## config.mk

```make
export PLATFORM = sky130hd
export DESIGN_NAME = mem_arbiter_rr
export DESIGN_NICKNAME = d
export VERILOG_FILES = /design/src/rtl/mem_arbiter_rr.sv
export SDC_FILE = /design/constraint.sdc
export NUM_CORES = 1
export LEC_CHECK = 0
export CORE_AREA = 2 2 547 549
export CTS_CLUSTER_DIAMETER = 40
export DETAILED_ROUTE_END_ITERATION = 7
export DIE_AREA = 0 0 549 551
export HOLD_SLACK_MARGIN = 0.15
export PLACE_DENSITY_LB_ADDON = 0.15
export SYNTH_ARGS = -nofsm -noshare
export SYNTH_HDL_FRONTEND = slang
export SYNTH_SLANG_ARGS = --single-unit
```

## constraint.sdc

```tcl
create_clock -name clk -period 1.9 [get_ports clk]
set_input_delay 0.57 -clock clk [delete_from_list [all_inputs] [get_ports clk]]
set_output_delay 0.57 -clock clk [all_outputs]
set_load 0.02 [all_outputs]
```

## src/rtl/mem_arbiter_rr.sv

```systemverilog
// -----------------------------------------------------------------------------
// mem_arbiter_rr
//
// Arbiter between NUM_PORTS line-granular requesters (port 0 = I-cache) and a
// single L2/memory port. Each transaction moves one full cache line. The winner
// is chosen by round-robin or fixed priority. Its address and write line are
// captured at grant, and the grant is held until the downstream completes.
// After completion there is one turnaround cycle (DONE), so the served cache
// can drop its request before the next arbitration.
//
// Ports
//   clk, reset_n      : clock (rising edge) and asynchronous active-low reset
//   req_read/_write   : per-port level requests, held until that port's req_resp
//   req_address       : per-port line address, port i at [i*ADDR_WIDTH +: ADDR_WIDTH]
//   req_wdata         : per-port write line, port i at [i*LINE_WIDTH +: LINE_WIDTH]
//   req_rdata         : downstream read line broadcast to every port
//   req_resp          : one-hot completion pulse, coincident with mem_resp
//   mem_address/wdata : registered downstream address and write line
//   mem_read/write    : downstream request, held until mem_resp
//   mem_rdata/resp    : downstream read line and single-cycle completion
//   grant_id          : index of the current or most recent grant
//   busy              : high while a transaction is outstanding or turning around
// -----------------------------------------------------------------------------
module mem_arbiter_rr #(
    parameter int NUM_PORTS     = 2,
    parameter int ADDR_WIDTH    = 32,
    parameter int LINE_WIDTH    = 256,
    parameter int PRIORITY_MODE = 0,
    localparam int IDW          = (NUM_PORTS > 1) ? $clog2(NUM_PORTS) : 1
) (
    input  logic                             clk,
    input  logic                             reset_n,
    input  logic [NUM_PORTS-1:0]             req_read,
    input  logic [NUM_PORTS-1:0]             req_write,
    input  logic [NUM_PORTS*ADDR_WIDTH-1:0]  req_address,
    input  logic [NUM_PORTS*LINE_WIDTH-1:0]  req_wdata,
    output logic [LINE_WIDTH-1:0]            req_rdata,
    output logic [NUM_PORTS-1:0]             req_resp,
    output logic [ADDR_WIDTH-1:0]            mem_address,
    output logic [LINE_WIDTH-1:0]            mem_wdata,
    output logic                             mem_read,
    output logic                             mem_write,
    input  logic [LINE_WIDTH-1:0]            mem_rdata,
    input  logic                             mem_resp,
    output logic [IDW-1:0]                   grant_id,
    output logic                             busy
);

    localparam logic [1:0] ST_IDLE = 2'd0;
    localparam logic [1:0] ST_BUSY = 2'd1;
    localparam logic [1:0] ST_DONE = 2'd2;

    logic [1:0]            state_q,      state_d;
    logic [IDW-1:0]        last_grant_q, last_grant_d;
    logic [IDW-1:0]        grant_id_q,   grant_id_d;
    logic [ADDR_WIDTH-1:0] mem_addr_q,   mem_addr_d;
    logic [LINE_WIDTH-1:0] mem_wdata_q,  mem_wdata_d;
    logic                  mem_read_q,   mem_read_d;
    logic                  mem_write_q,  mem_write_d;
    logic                  busy_q,       busy_d;

    logic [NUM_PORTS-1:0]  req_any_s;
    logic                  req_valid_s;
    logic [IDW-1:0]        rr_start_s;
    logic [IDW-1:0]        rr_win_s;
    logic [IDW-1:0]        fp_win_s;
    logic [IDW-1:0]        winner_s;
    logic [ADDR_WIDTH-1:0] sel_addr_s;
    logic [LINE_WIDTH-1:0] sel_wdata_s;
    logic                  sel_write_s;

    // Request summary and the round-robin search start (last_grant + 1, wrapped).
    always_comb begin
        req_any_s   = req_read | req_write;
        req_valid_s = |req_any_s;
        if (last_grant_q == IDW'(NUM_PORTS - 1)) begin
            rr_start_s = {IDW{1'b0}};
        end else begin
            rr_start_s = last_grant_q + IDW'(1);
        end
    end

    // Round-robin winner: the port at rotated offset j from the start is
    // port (start + j) mod N, so start == (i - j) mod N picks out port i. Scanning
    // j downwards lets the smallest offset overwrite larger ones.
    always_comb begin
        rr_win_s = {IDW{1'b0}};
        for (int j = NUM_PORTS - 1; j >= 0; j--) begin
            for (int i = 0; i < NUM_PORTS; i++) begin
                rr_win_s = (req_any_s[i] &&
                            (rr_start_s == IDW'((i - j + NUM_PORTS) % NUM_PORTS)))
                           ? IDW'(i) : rr_win_s;
            end
        end
    end

    // Fixed-priority winner: scanning downwards leaves the lowest requester.
    always_comb begin
        fp_win_s = {IDW{1'b0}};
        for (int i = NUM_PORTS - 1; i >= 0; i--) begin
            fp_win_s = req_any_s[i] ? IDW'(i) : fp_win_s;
        end
    end

    // Policy select.
    always_comb begin
        if (PRIORITY_MODE == 1) begin
            winner_s = fp_win_s;
        end else begin
            winner_s = rr_win_s;
        end
    end

    // Mux the winner's address, write line and op; read+write together is a write.
    always_comb begin
        sel_addr_s  = {ADDR_WIDTH{1'b0}};
        sel_wdata_s = {LINE_WIDTH{1'b0}};
        sel_write_s = 1'b0;
        for (int i = 0; i < NUM_PORTS; i++) begin
            sel_addr_s  = (winner_s == IDW'(i)) ? req_address[i*ADDR_WIDTH +: ADDR_WIDTH] : sel_addr_s;
            sel_wdata_s = (winner_s == IDW'(i)) ? req_wdata[i*LINE_WIDTH +: LINE_WIDTH]   : sel_wdata_s;
            sel_write_s = (winner_s == IDW'(i)) ? req_write[i]                            : sel_write_s;
        end
    end

    // Next-state logic for the IDLE/BUSY/DONE controller and its captured fields.
    always_comb begin
        state_d      = state_q;
        last_grant_d = last_grant_q;
        grant_id_d   = grant_id_q;
        mem_addr_d   = mem_addr_q;
        mem_wdata_d  = mem_wdata_q;
        mem_read_d   = mem_read_q;
        mem_write_d  = mem_write_q;
        busy_d       = busy_q;
        case (state_q)
            ST_IDLE: begin
                if (req_valid_s) begin
                    state_d      = ST_BUSY;
                    last_grant_d = winner_s;
                    grant_id_d   = winner_s;
                    mem_addr_d   = sel_addr_s;
                    mem_wdata_d  = sel_wdata_s;
                    mem_write_d  = sel_write_s;
                    mem_read_d   = ~sel_write_s;
                    busy_d       = 1'b1;
                end else begin
                    state_d = ST_IDLE;
                end
            end
            ST_BUSY: begin
                // Requests are deliberately not looked at here; only mem_resp ends it.
                if (mem_resp) begin
                    state_d     = ST_DONE;
                    mem_read_d  = 1'b0;
                    mem_write_d = 1'b0;
                end else begin
                    state_d = ST_BUSY;
                end
            end
            ST_DONE: begin
                state_d = ST_IDLE;
                busy_d  = 1'b0;
            end
            default: begin
                state_d     = ST_IDLE;
                mem_read_d  = 1'b0;
                mem_write_d = 1'b0;
                busy_d      = 1'b0;
            end
        endcase
    end

    // State registers; last_grant resets to the top port so port 0 wins first.
    always_ff @(posedge clk or negedge reset_n) begin
        if (!reset_n) begin
            state_q      <= ST_IDLE;
            last_grant_q <= IDW'(NUM_PORTS - 1);
            grant_id_q   <= {IDW{1'b0}};
            mem_addr_q   <= {ADDR_WIDTH{1'b0}};
            mem_wdata_q  <= {LINE_WIDTH{1'b0}};
            mem_read_q   <= 1'b0;
            mem_write_q  <= 1'b0;
            busy_q       <= 1'b0;
        end else begin
            state_q      <= state_d;
            last_grant_q <= last_grant_d;
            grant_id_q   <= grant_id_d;
            mem_addr_q   <= mem_addr_d;
            mem_wdata_q  <= mem_wdata_d;
            mem_read_q   <= mem_read_d;
            mem_write_q  <= mem_write_d;
            busy_q       <= busy_d;
        end
    end

    // Completion is passed straight through to the granted port in the same cycle.
    always_comb begin
        req_resp = {NUM_PORTS{1'b0}};
        if ((state_q == ST_BUSY) && mem_resp) begin
            for (int i = 0; i < NUM_PORTS; i++) begin
                req_resp[i] = (grant_id_q == IDW'(i));
            end
        end else begin
            req_resp = {NUM_PORTS{1'b0}};
        end
    end

    assign req_rdata   = mem_rdata;
    assign mem_address = mem_addr_q;
    assign mem_wdata   = mem_wdata_q;
    assign mem_read    = mem_read_q;
    assign mem_write   = mem_write_q;
    assign grant_id    = grant_id_q;
    assign busy        = busy_q;

    mem_arbiter_rr_chk #(
        .NUM_PORTS (NUM_PORTS)
    ) u_chk (
        .clk       (clk),
        .reset_n   (reset_n),
        .req_resp  (req_resp),
        .mem_read  (mem_read),
        .mem_write (mem_write),
        .mem_resp  (mem_resp),
        .busy      (busy)
    );

endmodule

// -----------------------------------------------------------------------------
// mem_arbiter_rr_chk
//
// Protocol properties of the arbiter outputs: at most one completion at a time,
// completions only alongside mem_resp, never read and write together, and no
// downstream request outside a busy period.
// Ports: clk, reset_n, req_resp, mem_read, mem_write, mem_resp, busy (all inputs).
// -----------------------------------------------------------------------------
module mem_arbiter_rr_chk #(
    parameter int NUM_PORTS = 2
) (
    input logic                 clk,
    input logic                 reset_n,
    input logic [NUM_PORTS-1:0] req_resp,
    input logic                 mem_read,
    input logic                 mem_write,
    input logic                 mem_resp,
    input logic                 busy
);

    a_resp_onehot: assert property (@(posedge clk) disable iff (!reset_n)
        $onehot0(req_resp));

    a_resp_with_mem: assert property (@(posedge clk) disable iff (!reset_n)
        (req_resp != {NUM_PORTS{1'b0}}) |-> mem_resp);

    a_no_rw: assert property (@(posedge clk) disable iff (!reset_n)
        !(mem_read && mem_write));

    a_req_busy: assert property (@(posedge clk) disable iff (!reset_n)
        (mem_read || mem_write) |-> busy);

endmodule
```

==> results of run 1 <==
cells by family (layout without fill, tap and decap cells):
kind of cell,count (synthesis),after routing,share of synthesized area
buffers and inverters,482,1402,0.173
other,0,18,0
DFF,295,295,0.447
AOI/OAI and AO/OA,876,876,0.289
and+or+nand+nor,301,301,0.0915
sequential cells by signal, indices dropped and copies added (netlist names):
signal        count
mem_wdata       256
mem_address      32
state_q           2
busy              1
grant_id          1
last_grant_q      1
mem_read          1
mem_write         1
repair_timing:
item / CTS / global route
endpoints found under the setup margin: 465 / 356
resized for setup: 1607 / 5
hold buffers: 1 / 0
hold endpoints to repair: 214 / 0
cloned: 1 / 0
pin swaps: 1 / 1
buffers inserted: 68 / 48
critical path, stage by stage, from the launching register on:
cell and delay [ns]:
sky130_fd_sc_hd__dfrtp_2 0.40, sky130_fd_sc_hd__nand2b_4 0.17, sky130_fd_sc_hd__nor2_4 0.12, sky130_fd_sc_hd__and2_4 0.16
sky130_fd_sc_hd__buf_12 0.13
cells in the final DEF (no fill, tap or decap), drive strengths merged, types with 2 or more instances in the layout:
| cell type | Yosys | routed |
|---|---|---|
| nand2b | 2 | 2 |
| buf | 277 | 617 |
| a22o | 2 | 2 |
| a21oi | 289 | 289 |
| inv | 3 | 4 |
| a31oi | 288 | 288 |
| dlymetal6s2s | 0 | 2 |
| o21ai | 291 | 291 |
| diode | 0 | 18 |
| clkinv | 0 | 30 |
| dfrtp | 294 | 294 |
| and2 | 2 | 2 |
| clkinvlp | 0 | 4 |
| clkdlybuf4s50 | 0 | 579 |
| clkbuf | 202 | 157 |
| o21a | 2 | 2 |
| nand3 | 288 | 288 |
| bufinv | 0 | 7 |
| nor2 | 4 | 4 |
routing by layer:
layer,wire (um),vias to the layer above,part of all wire
li1,-,8692,-
met1,63600,9687,0.38
met2,81800,1009,0.48
met3,15800,389,0.093
met4,7940,20,0.047
met5,126,-,0.00074
cell type report:
class	count	area share
diodes	18	0.00128
clock buffers	157	0.0886
flip-flops and latches	295	0.212
inverters	3	0.000320
repair buffers	1200	0.364
clock inverters	42	0.0134
multi-input cells	1177	0.181
well taps	3939	0.140
power groups by stage:
stage          clock (mW)  sequential [mW]  combinational, mW
2_1_floorplan           0             15.1               8.93
3_3_place_gp            0             12.9               29.4
3_5_place_dp            0             12.8               29.4
4_1_cts              18.4             13.4               31.4
5_1_grt              18.7             13.6               33.5
6_report             17.7             13.2               31.0
Yosys cell counts, drive strengths merged, types with 2 or more instances:
cell	n
nand3	288
a31oi	288
dfrtp	294
a22o	2
o21ai	291
inv	3
and2	2
a21oi	289
clkbuf	202
nor2	4
nand2b	2
o21a	2
buf	277
metrics by stage:
step / setup WS (ns) / total power, mW / area, um^2
4_1_cts: -0.626 / 63.2 / 34800
2_1_floorplan: -0.0333 / 24.1 / 16600
6_report: -0.483 / 61.9 / 35200
3_5_place_dp: -0.949 / 42.2 / 30200
3_3_place_gp: -0.999 / 42.3 / 30200
5_1_grt: -0.618 / 65.8 / 35200
how the worst min path moves through the flow:
stage,start,end
3_3_place_gp,reset_n,mem_wdata[65]
5_1_grt,reset_n,mem_address[0]
3_5_place_dp,reset_n,mem_wdata[65]
6_report,reset_n,mem_address[0]
4_1_cts,reset_n,mem_address[9]
2_1_floorplan,reset_n,busy
==> qor.yml, run 1 <==
pwr:
  power_per_cell_area_nw_per_um2: 1760
  power_frac_comb: 0.501
  max_vdd_drop_mv: 0.756
  power_frac_seq: 0.213
  leakage_nw: 12.9
  p_sw_mw: 25.6
  power.share.clock: 0.286
  power.switching_fraction: 0.414
  p_int_mw: 36.3
sta:
  maxSlewHeadroom: 0.634
  max_slew.worst_pin.slew_ns: 0.543
  timing.hold.ws_ns: 0.283
  timing_max_transition_violations_final: 0
  post-route-worst-setup-slack_ns: -0.483
  finalSetupViolations: 149
  rsz0062_at_grt: "yes"
  maxClockFrequency_ghz: 0.420
  hold_viol_final: 0
  period_needed_ns: 2.38
  final_min_period_over_clock_period: 1.25
  totalNegativeSetupSlack_ns: -9.33
  clock_skew_ns: 0.103
yosys:
  yosysWarningCount: 0
  post_synth_instance_area_um2: 16500
  post-synth-top-area-cell: "sky130_fd_sc_hd__dfrtp_1"
  synth-main-ff-cell: "sky130_fd_sc_hd__dfrtp_1"
  yosys-top-cells-area: "sky130_fd_sc_hd__dfrtp_1 (45%), sky130_fd_sc_hd__buf_4 (12%), sky130_fd_sc_hd__a31oi_1 (11%), sky130_fd_sc_hd__o21ai_0 (8.8%), sky130_fd_sc_hd__a21oi_1 (8.8%)"
  synth_sequential_area_ratio: 0.447
  async_reset_ff_frac: 1.00
  postSynthRegisterBits: 295
  synth_enable_flop_cells: 0
  synth.distinct_cells: 27
  syn_nets: 2793
  syn_inst_count: 1954
  postSynthAreaPerCell_um2: 8.46
  synth_top_area_frac: 0.445
critical_path:
  regToRegEndpoint: "mem_wdata[92]"
  max_fanout_on_critical_path: 3
  start_kind: "flip-flop"
  critical_path.endpoint_type: "output pin"
  timing.critical_path.from: "state_q[1]"
  crit_arrival_ns: 1.81
  timing.critical_path.required_ns: 1.33
  rr_worst_depth: 6
  r2r_setup_slack_ns: 0.11
  critical_path_class: "reg -> out"
  timing.critical_path.to: "req_resp[1]"
  worst_r2r_startpoint: "last_grant_q"
global_route:
  grt_overflow: 0
  grt_usage: 0.107
  globalRoute.busiestLayer: "met2"
  gr_met1_demand_resource: 0.116
  use_met2: 0.185
  antenna_violations_before_repair: 64
  groute.layer.met3.usage: 0.0416
  grt_first_pass_wirelength_mm: 217
  number_of_global_route_vias_before_repair: 21200
  grt_start_max_net_pins: 66
floorplan:
  floorplan.die_area_um2: 302000
  io_pins: 1389
  core_area_um2: 296000
  die_width_um: 549
  die_span_in_y_um: 551
  placementRows: 200
  initial_utilization: 0.0558
final_layout:
  finish.cell_count_without_fillers: 6831
  layout.filler_cells: 34200
  layout.nets: 3627
  final_layout_size_suffix_gt1_frac: 0.301
  syn_to_final_growth_pct: 113
  seqCellArea_um2: 7460
  area_of_the_multi_input_gates_um2: 6360
  layout.core_utilization: 0.119
detailed_routing:
  drt_iter0_drc: 1205
  avgViaCountPerCell: 2.90
  route.final.wire_length_mm: 169
  drt-pass1-iter-count: 5
  vias: 19800
  ant_nets: 0
  post-route-drc-count: 0
  routed_wire_length_per_instance_um: 24.8
clock_network:
  cts.path.max_buffers: 4
  clock_latency_ns: 0.83
  tritoncts: "built"
  tritoncts_num_sinks: 295
  cts_made_buffers: 111
  clock_tree.root_cell: "sky130_fd_sc_hd__clkbuf_16"
  ctsHtreeMaxLevel: 3
  clk_pin_slew_ns: 0.04
placed_design:
  detailed_place_hpwl_mm: 135
  gp_routability_congestion: 0.755
  place.detailed.instances: 6496
  place.port_buffers: 876
worst_hold_path:
  worst_hold_path_type: "in -> async"
status:
  outcome: "complete, but fails checks"
  failed_checks: "setup timing"
run:
  cap_violations: 0
Note: power is estimated with default switching activity, not from simulation.
==> inputs of run 2 (changes only) <==
Settings changed: CTS_BUF_LIST set to sky130_fd_sc_hd__clkbuf_4 sky130_fd_sc_hd__clkbuf_8.
==> qor.yml, run 2 (synthesis gave the netlist of run 1 again) <==
status:
  outcome: "complete, but fails checks"
  failed_checks: "setup timing"
critical_path:
  r2r_setup_slack_ns: 0.09  # -0.02 ns
  worst_r2r_startpoint: "last_grant_q"
  start_kind: "flip-flop"
  worst_path_max_delay_cell: "sky130_fd_sc_hd__dfrtp_2"
  critical_path_class: "reg -> out"
  regToRegEndpoint: "mem_wdata[156]"
  rr_worst_depth: 7  # +1
  max_fanout_on_critical_path: 3  # unchanged
  critical_path.endpoint_type: "output pin"
  cp_cell_sequence: "nand2b_4 > nor2_4 > and2_4 > buf_12"
  timing.critical_path.required_ns: 1.33  # about the same
  crit_arrival_ns: 1.96  # +0.15 ns
  critical-path-max-stage-delay_ns: 0.40  # about the same
worst_hold_path:
  worstHoldStart: "req_wdata[126]"
  whs_path_depth: 3
  worst_hold_path_type: "in -> reg"
  holdPathEnd: "mem_wdata[126]"
detailed_routing:
  drt-pass1-iter-count: 5  # unchanged
  avgViaCountPerCell: 2.94  # +1.3%
  route.final.wire_length_mm: 173  # +2.5%
  vias: 20900  # +5.7%
  post-route-drc-count: 0  # unchanged
  routed_wire_length_per_instance_um: 24.3  # -1.8%
  drt_iter0_drc: 1197  # -0.66%
  ant_nets: 0  # unchanged
pwr:
  power.share.clock: 0.224  # -0.062
  power_frac_comb: 0.553  # +0.052
  p_int_mw: 33.7  # -7.2%
  p_sw_mw: 25.5  # -0.54%
  power_per_cell_area_nw_per_um2: 1590  # -9.8%
  total_power_mw: 59.2  # -4.4%
  max_vdd_drop_mv: 0.624  # -17%
  leakage_nw: 13.8  # +7.2%
  power.switching_fraction: 0.431  # +0.0168
  power_frac_seq: 0.223  # +0.010
floorplan:
  core_area_um2: 296000  # unchanged
  io_pins: 1389  # unchanged
  initial_utilization: 0.0558  # unchanged
  die_width_um: 549  # unchanged
  die_span_in_y_um: 551  # unchanged
  floorplan.die_area_um2: 302000  # unchanged
  placementRows: 200  # unchanged
placed_design:
  place.port_buffers: 876  # unchanged
  detailed_place_hpwl_mm: 135  # unchanged
  place.detailed.instances: 6496  # unchanged
  gp_routability_congestion: 0.755  # unchanged
final_layout:
  largest_register_ffs: 256  # unchanged
  layout.core_utilization: 0.126  # +0.00714
  commonest_non_fill_non_tap_cell_in_the_layout: "sky130_fd_sc_hd__clkdlybuf4s50_1"
  final_layout_size_suffix_gt1_frac: 0.287  # -0.0137
  layout.nets: 3923  # +8.2%
  layout_common_cells: "sky130_fd_sc_hd__clkdlybuf4s50_1 (581), sky130_fd_sc_hd__a21oi_1 (289), sky130_fd_sc_hd__o21ai_0 (288), sky130_fd_sc_hd__nand3_1 (287), sky130_fd_sc_hd__a31oi_1 (287)"
  finish.cell_count_without_fillers: 7128  # +4.3%
  syn_to_final_growth_pct: 126
sta:
  period_needed_ns: 2.53  # +0.143 ns
  timing.hold.ws_ns: 0.290  # +0.00768 ns
  finalSetupViolations: 294  # +97%
  timing_max_transition_violations_final: 0  # unchanged
  clock_skew_ns: 0.131  # +0.0280 ns
  maxSlewHeadroom: 0.668  # +0.0340
  rsz0062_at_grt: "yes"
  hold_viol_final: 0  # unchanged
  post-route-worst-setup-slack_ns: -0.627  # -0.143 ns
  maxClockFrequency_ghz: 0.396  # -5.7%
  final_min_period_over_clock_period: 1.33  # +0.0754
  max_slew.worst_pin.slew_ns: 0.493  # -0.0504 ns
global_route:
  number_of_global_route_vias_before_repair: 22600  # +6.5%
  grt_first_pass_wirelength_mm: 221  # +1.9%
  antenna_violations_before_repair: 66  # +3.1%
  grt_overflow: 0  # unchanged
  grt_start_max_net_pins: 66  # unchanged
  grt_usage: 0.108  # +0.00123
clock_network:
  clock_latency_ns: 0.97  # +0.14 ns
  tritoncts_num_sinks: 295  # unchanged
  clock_tree.root_cell: "sky130_fd_sc_hd__clkbuf_8"
  cts.path.max_buffers: 4  # unchanged
  tritoncts: "built"
  clk_pin_slew_ns: 0.05  # about the same
  cts_made_buffers: 112  # +0.90%
  ctsHtreeMaxLevel: 3  # unchanged
run:
  cap_violations: 0  # unchanged
==> run 2: cell count changes in the layout (fill, tap and decap cells not counted), sizes merged <==
cell,before,now
dlygate4sd3,1,281
clkbuf,157,167
buf,617,625
bufinv,7,13
clkinv,30,26
clkinvlp,4,0
clkdlybuf4s50,579,581
dlymetal6s2s,2,0
inv,4,5
==> run 2: layout make-up <==
cell class	count	area, um^2
diodes	18	45.0
clock buffers	160	2020
clock inverters	41	557
fillers	34100	259000
inverters	3	11.3
multi-input cells	1177	6360
flip-flops and latches	295	7460
well taps	3939	4930
repair buffers	1495	15900
==> run 2: critical path: cells and delay by family (launching register included) <==
kind | cells | cell delay [ns]
buffers and inverters | 1 | 0.12
AND/OR/NAND/NOR | 3 | 0.45
flip-flops | 1 | 0.40
==> run 2: how the worst max path moves through the flow <==
| stage | from | to | slack [ns] | cells after the start |
|---|---|---|---|---|
| floorplan | req_read[1] | mem_wdata[145] | -0.03 | 7 |
| global placement | req_write[0] | mem_wdata[192] | -1.0 | 7 |
| detailed placement | req_write[1] | mem_wdata[174] | -0.95 | 5 |
| CTS | state_q[1] | req_resp[0] | -0.83 | 4 |
| global route | state_q[1] | req_resp[1] | -0.78 | 4 |
| finish | state_q[1] | req_resp[1] | -0.63 | 4 |
==> run 2: power by group through the flow <==
| stage | logic (mW) | clock network (mW) | registers [mW] |
|---|---|---|---|
| after CTS | 32.0 | 14.0 | 13.4 |
| after floorplan | 8.93 | 0 | 15.1 |
| after global routing | 35.2 | 14.2 | 13.6 |
| final | 32.7 | 13.3 | 13.2 |
| after detailed placement | 29.4 | 0 | 12.8 |
| after global placement | 29.4 | 0 | 12.9 |
==> run 2: repair_timing <==
item,CTS,global route
setup endpoints to repair,476,310
pin swaps,1,4
buffers inserted,71,52
hold endpoints to repair,470,0
resized for setup,1604,15
hold buffers,282,0
gates cloned,1,7
==> run 2: through the flow <==
step,TNS (ns),setup slack (ns),area [um^2]
floorplan,-3.34,-0.0333,16600
global route,-72.88,-0.779,37300
global placement,-251.10,-0.999,30200
detailed placement,-255.01,-0.949,30200
CTS,-90.66,-0.825,36600
finish,-38.26,-0.627,37300
==> run 2: layer usage <==
metal / track usage / part of all wire / up-vias
li1: - / - / 9260
met1: 0.118 / 0.38 / 10300
met2: 0.187 / 0.49 / 994
met3: 0.0391 / 0.086 / 386
met4: 0.0509 / 0.047 / 28
met5: 0 / 0.0010 / -
==> inputs of run 3 (changes only) <==
Settings changed: HOLD_SLACK_MARGIN 0.15 to 0.06.
==> qor.yml, run 3 (synthesis gave the netlist of run 1 again) <==
critical_path:
  worst_path_max_delay_cell: "sky130_fd_sc_hd__dfrtp_2"
  critical-path-max-stage-delay_ns: 0.40  # about the same
  crit_arrival_ns: 1.95  # about the same
  cp_cell_sequence: "nand2b_4 > nor2_4 > and2_4 > buf_12"
  timing.critical_path.required_ns: 1.33  # about the same
  rr_worst_depth: 6  # -1
  critical_path_class: "reg -> out"
  worst_r2r_startpoint: "last_grant_q"
  r2r_setup_slack_ns: 0.12  # +0.03 ns
  max_fanout_on_critical_path: 3  # unchanged
  critical_path.endpoint_type: "output pin"
  start_kind: "flip-flop"
  regToRegEndpoint: "mem_address[4]"
clock_network:
  tritoncts_num_sinks: 295  # unchanged
  cts_made_buffers: 112  # unchanged
  clock_tree.root_cell: "sky130_fd_sc_hd__clkbuf_8"
  tritoncts: "built"
  clk_pin_slew_ns: 0.05  # about the same
  clock_latency_ns: 0.97  # about the same
  cts.path.max_buffers: 4  # unchanged
  ctsHtreeMaxLevel: 3  # unchanged
pwr:
  power.switching_fraction: 0.431  # about the same
  max_vdd_drop_mv: 0.624  # about the same
  power_per_cell_area_nw_per_um2: 1640  # +3.2%
  p_int_mw: 33.2  # -1.6%
  p_sw_mw: 25.1  # -1.6%
  power_frac_comb: 0.546  # -0.007
  power.share.clock: 0.228  # +0.004
  power_frac_seq: 0.226  # +0.003
  leakage_nw: 13.1  # -5.3%
worst_hold_path:
  worstHoldStart: "req_address[2]"
  holdPathEnd: "mem_address[2]"
  worst_hold_path_type: "in -> reg"
  whs_path_depth: 3  # unchanged
sta:
  rsz0062_at_grt: "yes"
  maxSlewHeadroom: 0.672  # +0.00378
  max_slew.worst_pin.slew_ns: 0.491  # -0.00208 ns
  hold_viol_final: 0  # unchanged
  maxClockFrequency_ghz: 0.396  # about the same
  finalSetupViolations: 294  # unchanged
  period_needed_ns: 2.52  # -0.00168 ns
  final_min_period_over_clock_period: 1.33  # about the same
  timing_max_transition_violations_final: 0  # unchanged
  post-route-worst-setup-slack_ns: -0.625  # +0.00168 ns
  clock_skew_ns: 0.127  # -0.00374 ns
detailed_routing:
  met3WireLength_mm: 15.8  # +6.0%
  post-route-drc-count: 0  # unchanged
  drt_iter0_drc: 1120  # -6.4%
  drt-pass1-iter-count: 8  # +3
  avgViaCountPerCell: 2.91  # -0.69%
  routed_wire_length_per_instance_um: 24.5  # +0.81%
  routed.top_layer: "met5"
  ant_nets: 0  # unchanged
  vias: 20300  # -3.0%
  met2_length_mm: 82.9  # -1.9%
  m1WireLength_mm: 64.0  # -2.7%
  route.final.wire_length_mm: 171  # -1.5%
global_route:
  antenna_violations_before_repair: 64  # -3.0%
  grt_start_max_net_pins: 66  # unchanged
  grt_overflow: 0  # unchanged
  grt_first_pass_wirelength_mm: 218  # -1.2%
  number_of_global_route_vias_before_repair: 21900  # -3.2%
  grt_usage: 0.107  # -0.000811
floorplan:
  placementRows: 200  # unchanged
  floorplan.die_area_um2: 302000  # unchanged
  die_span_in_y_um: 551  # unchanged
  io_pins: 1389  # unchanged
  die_width_um: 549  # unchanged
  core_area_um2: 296000  # unchanged
  initial_utilization: 0.0558  # unchanged
final_layout:
  commonest_non_fill_non_tap_cell_in_the_layout: "sky130_fd_sc_hd__clkdlybuf4s50_1"
  final_layout_size_suffix_gt1_frac: 0.299  # +0.0125
  layout.nets: 3761  # -4.1%
  finish.cell_count_without_fillers: 6964  # -2.3%
  seqCellArea_um2: 7460  # unchanged
  layout_common_cells: "sky130_fd_sc_hd__clkdlybuf4s50_1 (581), sky130_fd_sc_hd__a21oi_1 (289), sky130_fd_sc_hd__o21ai_0 (288), sky130_fd_sc_hd__a31oi_1 (288), sky130_fd_sc_hd__nand3_1 (287)"
  area_of_the_multi_input_gates_um2: 6360  # about the same
  design_area_um2: 35600  # -4.6%
  largest_register_ffs: 256  # unchanged
  syn_to_final_growth_pct: 115
  layout.filler_cells: 34200  # +0.17%
placed_design:
  place.port_buffers: 876  # unchanged
  dpl-instance-area_um2: 30200  # unchanged
  detailed_place_hpwl_mm: 135  # unchanged
  place.detailed.instances: 6496  # unchanged
  gp_routability_congestion: 0.755  # unchanged
run:
  cap_violations: 0  # unchanged
status:
  outcome: "complete, but fails checks"
  failed_checks: "setup timing"
run 3: worst max-delay path: cells and delay by family, from the launching register on:
kind	cells	cell delay, ns
and+or+nand+nor	3	0.45
buffers and inverters	1	0.12
DFF	1	0.40
run 3: per-layer routing:
metal / vias up / GRT usage
li1: 8932 / -
met1: 9903 / 0.116
met2: 1030 / 0.185
met3: 405 / 0.0398
met4: 30 / 0.0499
met5: - / 0
run 3: final cells by class:
cell class              count  share of cell area
well taps                3939               0.138
repair buffers           1333               0.400
flip-flops and latches    295               0.210
clock inverters            41              0.0156
inverters                   3            0.000316
multi-input cells        1177               0.179
clock buffers             160              0.0568
diodes                     16             0.00112
run 3: repair_timing:
item	4_1_cts	5_1_grt
pin swaps	1	4
hold buffers	127	0
hold endpoints to repair	364	0
buffers inserted	71	48
gates resized for setup	1604	10
gates cloned	1	4
endpoints found under the setup margin	476	312
run 3: power groups by stage:
| stage | logic [mW] | clock network, mW | registers (mW) |
|---|---|---|---|
| 3_3_place_gp | 29.4 | 0 | 12.9 |
| 5_1_grt | 34.3 | 14.2 | 13.6 |
| 4_1_cts | 31.7 | 14.0 | 13.4 |
| 3_5_place_dp | 29.4 | 0 | 12.8 |
| 2_1_floorplan | 8.93 | 0 | 15.1 |
| 6_report | 31.8 | 13.3 | 13.2 |
run 3: through the flow:
step	power, mW	util	TNS, ns	hold slack, ns	worst slack, ns
after detailed placement	42.2	0.102	-255.01	0.480	-0.949
final	58.3	0.120	-37.83	0.234	-0.625
after floorplan	24.1	-	-3.34	0.274	-0.0333
after global placement	42.3	0.102	-251.10	0.481	-0.999
after global routing	62.2	0.120	-72.86	0.140	-0.779
after CTS	59.0	0.118	-90.66	0.0610	-0.825
run 3: worst max path at each step:
stage / cells after the start / end / from
after global placement: 7 / mem_wdata[192] / req_write[0]
after CTS: 4 / req_resp[0] / state_q[1]
after floorplan: 7 / mem_wdata[145] / req_read[1]
after global routing: 4 / req_resp[1] / state_q[1]
final: 4 / req_resp[1] / state_q[1]
after detailed placement: 5 / mem_wdata[174] / req_write[1]
==> RTL change 1 (settings of run 2) <==
Make the reset (`reset_n`) synchronous in one clocked block. Comments in the files are not updated.
--- a/src/rtl/mem_arbiter_rr.sv
+++ b/src/rtl/mem_arbiter_rr.sv
@@ -172,7 +172,7 @@
     end
 
     // State registers; last_grant resets to the top port so port 0 wins first.
-    always_ff @(posedge clk or negedge reset_n) begin
+    always_ff @(posedge clk) begin
         if (!reset_n) begin
             state_q      <= ST_IDLE;
             last_grant_q <= IDW'(NUM_PORTS - 1);
Function: changed (a bounded check fails within 4 cycles, from zero or initial values and one cycle with reset_n low; the reset may be asserted at any time).
==> RTL change 1 against run 2 <==
The flow still finishes with violations (negative setup slack); synthesized area decreased by 14%; count of clock-buffer cells in the layout fell by 3; highest routed layer unchanged; routed wire length is 6.6% lower; register-to-register slack worse by 0.03 ns; cell count decreased by 6.6%; non-clock buffer count shrank 461; worst setup slack better by 0.37 ns; die area unchanged; critical path type unchanged; sequential share of layout area grew 0.68 points; sequential cell count did not move; design area is 17% lower.
Power is not compared: it rests on default switching activity, and its combinational part moved more than twofold at a synthesized area within 25%.
==> RTL change 1: results <==
metrics = {
    "status": {
        "status": "finished, violations left",
        "violations": "negative setup slack",
    },
    "power": {
        "power.total_mw": 29.1,
    },
    "setup_path": {
        "worstReg2RegStart": "state_q[1]$_SDFF_PN0_",
        "r2r_slack_ns": 0.06,
        "r2r_cells": 10,
        "endpoint": "req_resp[0]",
        "setup.worst_path.start": "grant_id$_SDFFE_PN0P_",
        "path_max_fanout": 2,
        "critPathTopFamily": "flip-flops",
        "cp_slowest_cell": "dfxtp_2",
        "worst_ep_arrival_time_ns": 1.58,
    },
    "yosys": {
        "yosysTopAreaCell": "dfxtp_1",
        "synth.area.top_cells": "dfxtp_1 42%, a21oi_1 20%, buf_4 14%",
        "synth_compound_area_share_pct": 31.2,
        "synthArstFlopShare_pct": 0,
        "syn-num-nets": 2731,
        "syn_inst": 1892,
        "yosysSeqAreaShare_pct": 41.7,
    },
    "placed_design": {
        "placed_cells": 6419,
        "post-place-ws_ns": -0.789,
        "dpl.hpwl_mm": 137,
        "postPlaceCellArea_mm2": 0.0271,
        "gp_congestion": 0.785,
    },
    "finish": {
        "num-nets-final": 3455,
        "fill_cells": 34600,
        "layout-drive-gt1-share_pct": 35.4,
    },
    "route": {
        "wl_met2_mm": 73.2,
        "via_per_inst": 2.59,
        "vias": 17300,
        "wl_mm": 162,
        "drt-met1-wl_mm": 53.7,
        "first_iter_violations": 633,
    },
    "sta": {
        "tightestPinTransition_ns": 0.470,
        "setup_tns_ns": -0.688,
        "fin_ws_ns": -0.255,
        "setup_violations": 13,
        "finalClockSkew_ns": 0.0781,
    },
    "global_route": {
        "grt_use_met3_pct": 7.40,
        "grt_antenna_before_repair": 96,
        "use_met2_pct": 16.3,
        "grt_pass1_vias": 18300,
        "grtUsageMet1_pct": 10.0,
        "grt_use_total_pct": 10.2,
    },
    "cts": {
        "clk_latency_ns": 0.82,
        "cts_buffer_depth": 3,
        "cts_made_buffers": 104,
    },
    "worst_hold_path": {
        "hp-start": "req_wdata[236]",
    },
}
RTL change 1: layout make-up:
cell class	count	share of cell area (%)
timing repair buffer	1034	36.8
sequential	295	20.7
multi-input combinational	1181	18.7
tap	3939	16.0
clock buffer	157	6.56
clock inverter	36	1.25
antenna	17	0.138
RTL change 1: timing repair:
action | in CTS | in global routing
hold endpoints to repair | 30 | 0
pin swaps | 2 | 1
hold buffers | 20 | 0
buffers inserted | 6 | 4
setup endpoints to repair | 311 | 314
resized for setup | 1819 | 36
RTL change 1: worst min path at each step:
stage	to	slack (ns)	cells past startpoint
floorplan	last_grant_q$_SDFFE_PN1P_	0.46	2
global placement	busy$_SDFFE_PN0P_	0.47	2
detailed placement	busy$_SDFFE_PN0P_	0.48	2
CTS	mem_wdata[199]$_SDFFE_PN0P_	0.15	3
global route	mem_wdata[159]$_SDFFE_PN0P_	0.21	3
finish	mem_wdata[236]$_SDFFE_PN0P_	0.30	3
==> RTL change 2 (config.mk and constraints of run 2) <==
Without the edit above. Change the parameter `LINE_WIDTH` from 256 to 128.
--- a/src/rtl/mem_arbiter_rr.sv
+++ b/src/rtl/mem_arbiter_rr.sv
@@ -24,7 +24,7 @@
 module mem_arbiter_rr #(
     parameter int NUM_PORTS     = 2,
     parameter int ADDR_WIDTH    = 32,
-    parameter int LINE_WIDTH    = 256,
+    parameter int LINE_WIDTH    = 128,
     parameter int PRIORITY_MODE = 0,
     localparam int IDW          = (NUM_PORTS > 1) ? $clog2(NUM_PORTS) : 1
 ) (
Ports: changed (resized mem_rdata, mem_wdata, req_rdata and req_wdata); port bits go from 1389 to 749. The function was not compared with the original's and may differ.
==> RTL change 2 against run 2 <==
The flow still finishes with violations (negative setup slack); power decreased by 41%; synthesized cell count decreased by 53%; design area decreased by 38%; clock power fell by 73%; maximum frequency increased by 17%; sequential cell count shrank 128; die area is the same; routed wire length shrank 50%; worst setup slack better by 0.37 ns; global-route usage down 5.7 points; critical path depth unchanged; utilization fell by 4.7 points; synthesized area fell by 42%; highest routed layer unchanged.
==> RTL change 2: results <==
metrics = {
    "cts": {
        "cts_made_buffers": 21,
        "clk_pin_slew_ns": 0.16,
        "htree_levels": 4,
    },
    "global_route": {
        "grt_pass1_wl_mm": 105,
        "grt_max_degree": 50,
        "grt_use_total_pct": 5.13,
        "grt_pass1_vias": 11600,
        "grt_antenna_before_repair": 24,
    },
    "placed_design": {
        "gp_congestion": 0.675,
        "postPlaceCellArea_mm2": 0.0196,
        "placed_cells": 5245,
        "dpl.hpwl_mm": 59.8,
        "post-place-ws_ns": -0.982,
        "port-buffer-count": 492,
    },
    "power": {
        "ir_worst_vdd_mv": 0.543,
        "power_density_mw_per_mm2": 1510,
        "p_leak_nw": 7.39,
    },
    "route": {
        "wl_mm": 86.3,
        "via_per_inst": 1.95,
        "vias": 10500,
        "drtPass1Iterations": 4,
        "first_iter_violations": 355,
    },
    "finish": {
        "num-nets-final": 1917,
        "fill_cells": 34600,
    },
    "status": {
        "violations": "negative setup slack",
        "status": "finished, violations left",
    },
    "yosys": {
        "syn_inst": 926,
        "yosysSeqAreaShare_pct": 43.3,
        "synth.area.top_cells": "dfrtp_1 43%, a311oi_1 15%, a2bb2oi_1 13%",
        "ys_top_cells_by_count": "166 x dfrtp_1, 163 x o21ai_0, 160 x a311oi_1",
        "post_synth_num_cell_types": 32,
    },
    "setup_path": {
        "cp_slowest_cell": "dfrtp_1",
    },
    "sta": {
        "fin_ws_ns": -0.255,
        "setup_violations": 127,
    },
}
==> RTL change 2: worst paths after layout <==
check	start	end	slack, ns	depth (start not counted)
min reg2reg	mem_wdata[100]$_DFFE_PN0P_	mem_wdata[100]$_DFFE_PN0P_	0.56	1
min in group clk	req_address[21]	mem_address[21]$_DFFE_PN0P_	0.43	3
max in group asynchronous	reset_n	mem_wdata[48]$_DFFE_PN0P_	0.77	4
min	reset_n	mem_address[0]$_DFFE_PN0P_	0.30	2
max reg2reg	state_q[1]$_DFF_PN0_	mem_wdata[59]$_DFFE_PN0P_	-0.13	8
max	state_q[1]$_DFF_PN0_	req_resp[1]	-0.25	4
==> RTL change 2: layout make-up <==
class	count	share of cell area, %
clock inverters	10	0.531
multi-input cells	505	22.5
inverters	2	0.0322
flip-flops and latches	167	18.0
clock buffers	22	1.30
repair buffers	765	36.4
well taps	3939	21.1
diodes	11	0.118
==> RTL change 2: kinds of logic after synthesis <==
group                  after synthesis  share of synthesized area [%]
AO/OA/AOI/OAI                      492                           39.4
buffers and inverters              254                           16.4
flip-flops                         167                           43.3
AND/OR/NAND/NOR                     13                          0.919
==> RTL change 2: power breakdown <==
group          total [mW]  leakage, nW  internal (mW)  switching [mW]
clock network        3.57        0.217           1.40            2.17
logic                24.6         5.30           13.2            11.4
registers            7.05         1.87           5.42            1.63
==> RTL change 2: timing repair <==
| action | 4_1_cts | 5_1_grt |
|---|---|---|
| resized for setup | 1081 | 202 |
| setup endpoints to repair | 325 | 253 |
| cloned | 5 | 26 |
| hold endpoints to repair | 121 | 0 |
| hold buffers | 1 | 0 |
| pin swaps | 2 | 14 |
| setup buffers | 61 | 43 |
==> RTL change 2: worst max-delay path, delay by kind of cell (launching register included) <==
| kind | cells | cell delay, ns |
|---|---|---|
| buf+inv | 1 | 0.11 |
| flops | 1 | 0.41 |
| simple gates | 3 | 0.39 |
==> RTL change 2: routing by layer <==
| layer | share of wire (%) | vias up | wire, µm | track usage (%) |
|---|---|---|---|---|
| li1 | - | 4644 | - | - |
| met1 | 35 | 5268 | 30200 | 5.07 |
| met2 | 52 | 412 | 44600 | 9.21 |
| met3 | 7.5 | 201 | 6430 | 1.85 |
| met4 | 5.7 | 24 | 4900 | 2.97 |
| met5 | 0.17 | - | 149 | 0 |
==> RTL change 2: through the flow <==
step           TNS, ns  power, mW
6_report         -7.83       35.2
5_1_grt         -22.26       37.5
4_1_cts         -12.81       31.5
3_5_place_dp   -142.11       24.5
3_3_place_gp   -138.61       24.8
2_1_floorplan        0       14.9
